**config.mk**
```make
export PLATFORM = sky130hd
export DESIGN_NAME = fpga2host_arbiter
export DESIGN_NICKNAME = d
export VERILOG_FILES = /design/src/rtl/fpga2host_arbiter_pkg.sv /design/src/rtl/fpga2host_arbiter_rr_select.sv /design/src/rtl/fpga2host_arbiter.sv
export SDC_FILE = /design/constraint.sdc
export NUM_CORES = 1
export LEC_CHECK = 0
export CAP_MARGIN = 20
export CORE_AREA = 2 2 79 81
export CTS_CLUSTER_SIZE = 12
export DETAILED_ROUTE_END_ITERATION = 16
export DIE_AREA = 0 0 81 83
export GPL_TIMING_DRIVEN = 0
export PLACE_DENSITY_LB_ADDON = 0.3
export SKIP_CTS_REPAIR_TIMING = 1
export SYNTH_ARGS = -nofsm -noshare
export SYNTH_HDL_FRONTEND = slang
export SYNTH_SLANG_ARGS = --single-unit
```
**constraint.sdc**
```tcl
create_clock -name clk -period 2.7 [get_ports clk]
set_input_delay 0.27 -clock clk [delete_from_list [all_inputs] [get_ports clk]]
set_output_delay 0.27 -clock clk [all_outputs]
set_load 0.02 [all_outputs]
```
**src/rtl/fpga2host_arbiter_pkg.sv**
```systemverilog
// Shared definitions for the fpga2host packet arbiter: FSM state encoding,
// the word emitted when the stall watchdog aborts a packet, and the depth of
// the outbound FIFO that the room check is measured against.
package fpga2host_arbiter_pkg;

    typedef enum logic [1:0] {
        ST_IDLE  = 2'd0,
        ST_XFER  = 2'd1,
        ST_ABORT = 2'd2
    } arb_state_t;

    localparam int          FIFO_DEPTH = 512;
    localparam logic [31:0] ABORT_WORD = 32'hDEAD_0000;

endpackage

```
**src/rtl/fpga2host_arbiter_rr_select.sv**
```systemverilog
// Combinational round-robin picker: scans the request vector starting at the
// pointer position and returns a one-hot grant for the first requester found.
module fpga2host_arbiter_rr_select #(
    parameter int N  = 3,
    parameter int IW = 2
) (
    input  logic [N-1:0]  req,
    input  logic [IW-1:0] ptr,
    output logic [N-1:0]  grant
);

    logic [IW-1:0] idx;
    logic          found;

    // First requester at or after ptr (wrapping) wins.
    always_comb begin
        grant = '0;
        found = 1'b0;
        idx   = '0;
        for (int i = 0; i < N; i++) begin
            idx = IW'((int'(ptr) + i) % N);
            if (!found && req[idx]) begin
                grant[idx] = 1'b1;
                found      = 1'b1;
            end
        end
    end

endmodule

```
**src/rtl/fpga2host_arbiter.sv**
```systemverilog
// Packet arbiter merging NUM_SRC source streams onto the fpga2host stream.
// Source 0 (command responses) has strict priority and skips the FIFO room
// check; sources 1..NUM_SRC-1 are served round-robin and only start when the
// outbound FIFO has at least MIN_ROOM free words. Ownership changes only at
// packet boundaries.
//
// Handshake: a beat transfers on a cycle where valid and ready are both high;
// valid never depends on ready, and data/last are only meaningful while valid.
//
// Build option: define FPGA2HOST_ARB_WATCHDOG_EN to add a mid-packet stall
// watchdog that terminates a stalled packet with an abort word after
// WD_CYCLES idle cycles from the granted source.
module fpga2host_arbiter
    import fpga2host_arbiter_pkg::*;
#(
    parameter int NUM_SRC   = 3,
    parameter int MIN_ROOM  = 64,
    parameter int WD_CYCLES = 1024
) (
    input  logic                       clk,
    input  logic                       rst,
    input  logic [NUM_SRC-1:0][31:0]   s_tdata,
    input  logic [NUM_SRC-1:0]         s_tvalid,
    input  logic [NUM_SRC-1:0]         s_tlast,
    output logic [NUM_SRC-1:0]         s_tready,
    output logic [31:0]                m_tdata,
    output logic                       m_tvalid,
    output logic                       m_tlast,
    input  logic                       m_tready,
    input  logic [9:0]                 fpga2host_fifo_filled,
    output logic [$clog2(NUM_SRC)-1:0] grant_id,
    output logic                       busy,
    output logic                       err_wd_pulse
);

    localparam int IW = $clog2(NUM_SRC);

    arb_state_t    state_q, state_d;
    logic [IW-1:0] grant_q, grant_d;
    logic [IW-1:0] rr_ptr_q, rr_ptr_d;

    logic [9:0]         fill_sat;
    logic               room_ok;
    logic [NUM_SRC-1:0] rr_req;
    logic [NUM_SRC-1:0] rr_grant;
    logic [IW-1:0]      rr_idx;
    logic               rr_any;
    logic               last_hs;
    logic               wd_expire;

    // Free room in the outbound FIFO; fill levels above the depth count as full.
    always_comb begin
        fill_sat = (fpga2host_fifo_filled > 10'(FIFO_DEPTH)) ? 10'(FIFO_DEPTH) : fpga2host_fifo_filled;
        room_ok  = (FIFO_DEPTH - int'(fill_sat)) >= MIN_ROOM;
        rr_req   = s_tvalid & {{(NUM_SRC-1){room_ok}}, 1'b0};
    end

    fpga2host_arbiter_rr_select #(
        .N  (NUM_SRC),
        .IW (IW)
    ) u_rr_select (
        .req   (rr_req),
        .ptr   (rr_ptr_q),
        .grant (rr_grant)
    );

    // One-hot round-robin grant to a source index.
    always_comb begin
        rr_idx = '0;
        rr_any = |rr_grant;
        for (int i = 0; i < NUM_SRC; i++) begin
            if (rr_grant[i]) rr_idx = IW'(i);
        end
    end

    assign last_hs = (state_q == ST_XFER) && s_tvalid[grant_q] && s_tlast[grant_q] && m_tready;

`ifdef FPGA2HOST_ARB_WATCHDOG_EN
    logic [$clog2(WD_CYCLES+1)-1:0] wd_cnt_q;
    logic                           err_wd_q;

    assign wd_expire = (state_q == ST_XFER) && !s_tvalid[grant_q] && (int'(wd_cnt_q) == WD_CYCLES - 1);

    // Stall counter: restarts on every accepted beat, counts cycles the owner is not valid.
    always_ff @(posedge clk or posedge rst) begin
        if (rst) begin
            wd_cnt_q <= '0;
            err_wd_q <= 1'b0;
        end else begin
            if (state_q != ST_XFER || (s_tvalid[grant_q] && m_tready)) begin
                wd_cnt_q <= '0;
            end else if (!s_tvalid[grant_q]) begin
                wd_cnt_q <= wd_cnt_q + 1'b1;
            end
            err_wd_q <= (state_q == ST_ABORT) && m_tready;
        end
    end

    assign err_wd_pulse = err_wd_q;
`else
    logic unused_wd_cfg;

    // Watchdog configuration stays referenced in builds without the watchdog.
    assign unused_wd_cfg = ^{32'(WD_CYCLES), ABORT_WORD};
    assign wd_expire     = 1'b0;
    assign err_wd_pulse  = 1'b0;
`endif

    // Next-state, grant, pointer and output mux.
    always_comb begin
        state_d  = state_q;
        grant_d  = grant_q;
        rr_ptr_d = rr_ptr_q;
        m_tdata  = '0;
        m_tvalid = 1'b0;
        m_tlast  = 1'b0;
        s_tready = '0;
        case (state_q)
            ST_IDLE: begin
                if (s_tvalid[0]) begin
                    state_d = ST_XFER;
                    grant_d = '0;
                end else if (rr_any) begin
                    state_d = ST_XFER;
                    grant_d = rr_idx;
                end
            end
            ST_XFER: begin
                m_tdata           = s_tdata[grant_q];
                m_tvalid          = s_tvalid[grant_q];
                m_tlast           = s_tlast[grant_q];
                s_tready[grant_q] = m_tready;
                if (last_hs) begin
                    state_d = ST_IDLE;
                    // Only data sources advance the rotation; source 0 is outside it.
                    if (grant_q != '0) begin
                        rr_ptr_d = (grant_q == IW'(NUM_SRC - 1)) ? IW'(1) : grant_q + 1'b1;
                    end
                end else if (wd_expire) begin
                    state_d = ST_ABORT;
                end
            end
`ifdef FPGA2HOST_ARB_WATCHDOG_EN
            ST_ABORT: begin
                m_tvalid = 1'b1;
                m_tlast  = 1'b1;
                m_tdata  = ABORT_WORD | 32'(grant_q);
                if (m_tready) state_d = ST_IDLE;
            end
`endif
            default: state_d = ST_IDLE;
        endcase
    end

    // State, owner and round-robin pointer registers.
    always_ff @(posedge clk or posedge rst) begin
        if (rst) begin
            state_q  <= ST_IDLE;
            grant_q  <= '0;
            rr_ptr_q <= IW'(1);
        end else begin
            state_q  <= state_d;
            grant_q  <= grant_d;
            rr_ptr_q <= rr_ptr_d;
        end
    end

    assign grant_id = grant_q;
    assign busy     = (state_q != ST_IDLE);

endmodule

```
* After elaboration in Yosys (flattened, before gate mapping)
Cells that the tools add are included.
** Word-level totals
- Bits in registers :: 6
- Bits of input ports :: 115
- Output and inout bits :: 41
- Logic and storage cells :: 86
** Cells by class
- $add $sub $neg :: 4
- Divide/modulo/power cells :: 3
- Order comparisons :: 10
- Equal/unequal tests :: 4
- Muxes and demuxes :: 39
- Bitwise logic cells :: 4
- Reduce and logical (&&, ||, !) cells :: 19
** Operators with widths (count)
- $bmux W32 S2 :: 1
- $mod A32 B3 Y32 const B :: 2
- $mux W32 :: 2
- $mod A3 B3 Y32 const B :: 1
- $mux W1 :: 14
- $mux W2 :: 7
- $lt A2 B3 Y1 const B :: 4
- $mux W3 :: 4
- $ge A11 B8 Y1 const B :: 1
- $sub A10 B10 Y11 const A :: 1
- $bmux W1 S2 :: 5
- $gt A10 B10 Y1 const B :: 1
- $mux W10 :: 1
- $logic_and A1 B1 Y1 :: 9
- $demux W1 S2 :: 4
- $ge A2 B1 Y1 const B :: 4
- $and A3 B3 Y3 :: 2
- $or A3 B3 Y3 :: 2
- $reduce_bool A2 Y1 :: 3
- $pmux W2 S2 :: 1
- $reduce_and A2 Y1 :: 2
- $add A2 B1 Y3 const B :: 1
- $add A2 B2 Y3 const B :: 1
- $ne A3 B3 Y1 const B :: 1
- 8 further kinds :: 9

* Logic depth before layout (Yosys ltp)
- Depth in word-level cells :: 18
- Mapped depth :: 7
- Gate-level depth less buffers :: 7

* Modules after synthesis
From an unflattened synthesis, not the netlist that was laid out.
** Unflattened totals
- Cells, all modules :: 228
- Area total of the unflattened synthesis :: 1601.5 um^2
** By module, submodules not included
- fpga2host_arbiter :: instances 1, cells an instance 192, area each 1328.8 um^2, seq. area each 126.4 um^2
- fpga2host_arbiter_rr_select :: instances 1, cells an instance 36, area each 272.8 um^2, seq. area each 0.0 um^2

* Least setup slack after synthesis
Ideal clock, no wire load.
- Path kind :: reg2reg
- Start :: reg rr_ptr_q[0]
- End :: reg grant_q[0] (netlist: grant_id[0])
- Library setup time :: 70 ps
- Arrival :: 2000 ps
- Required time :: 2630 ps
- Slack :: 630 ps
- Cell stages (with the launch flop) :: 8
- Buffers on the path :: 0
- Period minus slack after synthesis :: 2070 ps
- Cells stage by stage :: dfstp_2 inv_1 ha_1 and4bb_1 o21a_1 a221oi_2 or4b_1 nand3b_1
** Between the ends
- Word-level cells in the longest chain between the ends :: 14
- Elaborated cells on any way between the ends :: 44
- Those cells by class :: add/sub (2); div (3); order compare (6); mux (21); bitwise (2); reduce/logical (10)
** Ends and longest elaborated chain
- from (decl) :: RTL line fpga2host_arbiter.sv:40 : logic [IW-1:0] rr_ptr_q, rr_ptr_d;
- from (signal assigned) :: RTL line fpga2host_arbiter.sv:164 : rr_ptr_q <= rr_ptr_d;
- $add A2 B1 Y3 or $mod A3 B3 Y32 (tied branches) :: RTL line fpga2host_arbiter_rr_select.sv:21 : idx = IW'((int'(ptr) + i) % N);
- $mod A32 B3 Y32, or another cell as far along :: RTL line fpga2host_arbiter_rr_select.sv:21
- $lt A2 B3 Y1 (implied by the code), or another cell as far along :: RTL line fpga2host_arbiter_rr_select.sv:23 : grant[idx] = 1'b1;
- $logic_and A1 B1 Y1 (implied by the code), or another cell as far along :: RTL line fpga2host_arbiter_rr_select.sv:23
- $mux W1 (implied by the code), or another cell as far along :: RTL line fpga2host_arbiter_rr_select.sv:23
- $demux W1 S2, or another cell as far along
- $or A3 B3 Y3 (no line) or $mux W1 (tied branches)
- $mux W3 or $logic_not A1 Y1 (tied branches) :: RTL line fpga2host_arbiter_rr_select.sv:22 : if (!found && req[idx]) begin
- $or A3 B3 Y3 (no line) or $logic_and A1 B1 Y1 (tied branches)
- $mux W3 (*) :: RTL line fpga2host_arbiter_rr_select.sv:22
- $mux W1 :: RTL line fpga2host_arbiter.sv:72 : if (rr_grant[i]) rr_idx = IW'(i);
- $mux W2 :: RTL line fpga2host_arbiter.sv:72
- $mux W2 :: RTL line fpga2host_arbiter.sv:123 : end else if (rr_any) begin
- $mux W2 :: RTL line fpga2host_arbiter.sv:120 : if (s_tvalid[0]) begin
- to (signal assigned) :: RTL line fpga2host_arbiter.sv:163 : grant_q <= grant_d;
- to (decl) :: RTL line fpga2host_arbiter.sv:39 : logic [IW-1:0] grant_q, grant_d;
Mark *: on every way between the ends. The rest lies on a longest branch, timed or not. The select of a mux whose other input is x is not followed.
A chain may end at the register's enable or synchronous reset.

* Final worst setup path
- Start :: reg grant_q[0] (netlist: grant_id[0])
- End :: out m_tdata[28]
** Between the ends
- Word-level cells in the longest chain between the ends :: 3
** Ends and longest elaborated chain
- $bmux W32 S2 :: RTL line fpga2host_arbiter.sv:129 : m_tdata = s_tdata[grant_q];
- $mux W32 (implied by the code) :: RTL line fpga2host_arbiter.sv:129
- $mux W32 :: RTL line fpga2host_arbiter.sv:118 : case (state_q)
- to (decl) :: RTL line fpga2host_arbiter.sv:26 : output logic [31:0] m_tdata,
Every way passes these cells. The select of a mux whose other input is x is not followed.

==> key figures <==
Timing
  • Worst Skew: 0.00136 ns
  • Final hold violations: 0
  • Fin Setup TNS: 0 ns
  • Final setup fails: 0
  • Worst rel slew slack: 66.3%
  • Fmax: 399 MHz
  • Unrepaired setup endpoints after global routing: yes
  • Post-route minimum period: 2.51 ns
  • Least-Margin Pin Slew: 0.505 ns
  • Period Utilization, post-route: 92.9%
  • Min Hold Slack: 0.246 ns
  • Slew Limit Fails: 0

Synthesis
  • Seq cells post-synth: 5
  • Top FF cell, synth: dfrtp_1
  • Most common cell in the netlist: nor2_1
  • Mapped Cells: 222
  • Syn Area/Cell: 6.43 um2
  • Most instantiated cells after synthesis: 67 x nor2_1, 39 x a21oi_1, 34 x mux2i_1
  • Post-synthesis sequential area ratio: 8.85%
  • Post-synth EDFFs: 0
  • Syn Std Cell Area: 0.00143 mm2
  • Top post-synthesis cells by area: mux2i_1 24%, nor2_1 18%, a21oi_1 14%, dfrtp_1 7.0%, ha_1 3.5%
  • Syn. warnings: 0
  • Yosys cell types: 40
  • Top cell type by total area after synthesis: mux2i_1
  • Yosys top cell area share: 23.8%
  • Syn_nets: 341
  • Async SR Flop Fraction: 100%

Route
  • Detail Route Antenna Nets: 0
  • WL/cell: 13.2 um
  • DR DRC count: 0
  • Via density: 4.72
  • DRT Pass-1 Iters: 4
  • Via count: 2147
  • Drt first-iter violations: 82
  • Total Routed Length: 6030 um

Final layout
  • Share of layout cells above drive strength 1: 5.26%
  • N_diodes: 0
  • Non-Filler Instances: 455
  • Area growth, synth to finish: 119%
  • Post-layout util: 53.7%
  • Nets: 500

Critical path
  • R2r startpoint: rr_ptr_q[0]
  • Crit-path cells: buf_2, buf_1, mux2i_1, nor2_1, a21oi_1, nor2_1, clkdlybuf4s50_1
  • Crit path kind: flip-flop to primary output
  • Crit-path max FO: 10
  • Worst Path Buf+Inv: 3
  • Setup crit start kind: flip-flop
  • CP peak stage delay: 0.55 ns
  • Crit path from: grant_id[0]
  • CP arrival: 2.24 ns
  • Most used cell along the critical path: nor2_1
  • CP max stage cell: clkdlybuf4s50_1
  • Crit-path leading delay family: buffers and inverters
  • WP data required: 2.43 ns
  • Kind of end point of the critical path: primary output

Clock network
  • Worst-skew pair later-pin latency: 0.22 ns
  • CTS tree: done
  • CTS root buf: clkbuf_8
  • CTS Buf Count: 3
  • Clock-pin slew on the worst setup and hold paths: 0.03 ns
  • Clk sinks: 5
  • Htree depth: 1
  • Clk buf depth: 2

Pwr
  • Max VDD drop: 0.193 mV
  • Sequential power share: 14.9%
  • NetSw: 0.000224 W
  • Power density cells: 217 mW/mm2
  • Share of total power in the clock network: 19.8%
  • Combinational share of power: 65.3%
  • Internal: 0.000453 W
  • Net Sw Frac: 33.0%
  • Pleak: 1.47 nW

Die
  • Die ar.: 0.00672 mm2
  • Initial core utilization: 24.5%
  • Core Rows: 28
  • Top-Level Pins: 156
  • Core area: 0.00582 mm2
  • Die Height: 83 um
  • Die width: 81 um

Global routing
  • GR Overflow Total: 0
  • Initial antenna violation count: 0
  • First-pass GRT wire length: 9170 um
  • Number of global-route vias before repair: 2035
  • Largest net degree at the start of global routing: 11
  • Overall Global Routing Usage: 16.7%

Worst hold path
  • Worst min path class: input pin to asynchronous set/reset pin

Place
  • IO buf count: 154
  • Detail Placement HPWL: 4970 um
  • Routability cong.: 0.862
  • Cells after DPL: 451

Run status
  • Status: completed

Run
  • Max Cap Violations: 0
## kinds of logic (layout without fill, tap and decap cells)
group                      count (synthesis)  count (layout)  synth area share (%)
adders and majority gates                  4               4                  3.51
AOI/OAI and AO/OA                         55              55                  23.7
DFF                                        5               5                  8.85
muxes                                     34              34                  23.8
and+or+nand+nor                          100             100                  33.2
buffers and inverters                     23             181                  6.66
other                                      1               1                 0.263
## cell usage in the layout, fill, tap and decap left out, types with 2 or more instances in the layout
master	count
buf_1	4
o21a_1	3
a2bb2oi_1	2
nor2_1	67
clkbuf_8	3
clkbuf_2	5
and4bb_1	2
nand4_1	2
a21oi_1	39
ha_1	4
nand2_1	7
o21ai_0	3
clkdlybuf4s50_1	153
nor2b_1	5
nand3_1	2
buf_2	2
and2_1	2
nand2b_1	3
clkbuf_1	4
mux2i_1	34
buf_4	2
inv_1	6
dfrtp_1	4
## area by class of cell
type / count / area [um2]
Inverter: 6 / 22.5
Sequential cell: 5 / 126
Clock buffer: 4 / 45.0
Buffer: 17 / 87.6
Tap cell: 75 / 93.8
Timing Repair Buffer: 154 / 1540
Multi-Input combinational cell: 194 / 1210
Fill cell: 600 / 2690
## path summary, 6_finish.rpt
kind,to,slack [ns],cells past startpoint
worst max-delay path,m_tdata[28],0.19,7
worst min-delay path,rr_ptr_q[1],0.25,2
worst max register to register,grant_id[0],0.43,7
worst min register to register,rr_ptr_q[0],0.54,2
max in group asynchronous,rr_ptr_q[0],2.22,2
min in group clk,rr_ptr_q[0],0.54,2
## power groups by stage
stage | Sequential, W | Combinational (W) | Clock, W
6_report | 0.000101 | 0.000442 | 0.000134
5_1_grt | 0.000103 | 0.000485 | 0.000142
4_1_cts | 0.000101 | 0.000439 | 0.000139
3_5_place_dp | 0.000102 | 0.000437 | 0
3_3_place_gp | 0.000101 | 0.000427 | 0
2_1_floorplan | 0.0000992 | 0.000227 | 0
## state kept, by name, indices dropped and copies added (netlist names)
name,cells
grant_id,2
state_q,1
rr_ptr_q,2
## per-layer routing
layer	GRT usage (%)	vias to the layer above	share of wire, %
li1	-	1090	-
met1	19.4	953	39
met2	30.5	100	51
met3	3.59	4	9.8
met4	4.01	0	0.58
met5	0	-	0
## stage by stage
| stage | power [W] | setup WS, ns | instance area [um2] |
|---|---|---|---|
| final | 0.000677 | 0.192 | 3130 |
| after global routing | 0.000730 | -0.00358 | 3130 |
| after CTS | 0.000679 | -0.131 | 3110 |
| after detailed placement | 0.000538 | 0.110 | 3060 |
| after global placement | 0.000528 | 0.122 | 3060 |
| after floorplan | 0.000326 | 0.630 | 1430 |
## worst reg2reg max path, stage by stage (launching register included)
cell and delay, ns:
dfstp_2 0.55, inv_1 0.06, ha_1 0.41, inv_1 0.12
o32ai_2 0.29, a221oi_2 0.11, or4b_1 0.55, nand3b_1 0.11
Note: power is estimated with default switching activity, not from simulation.
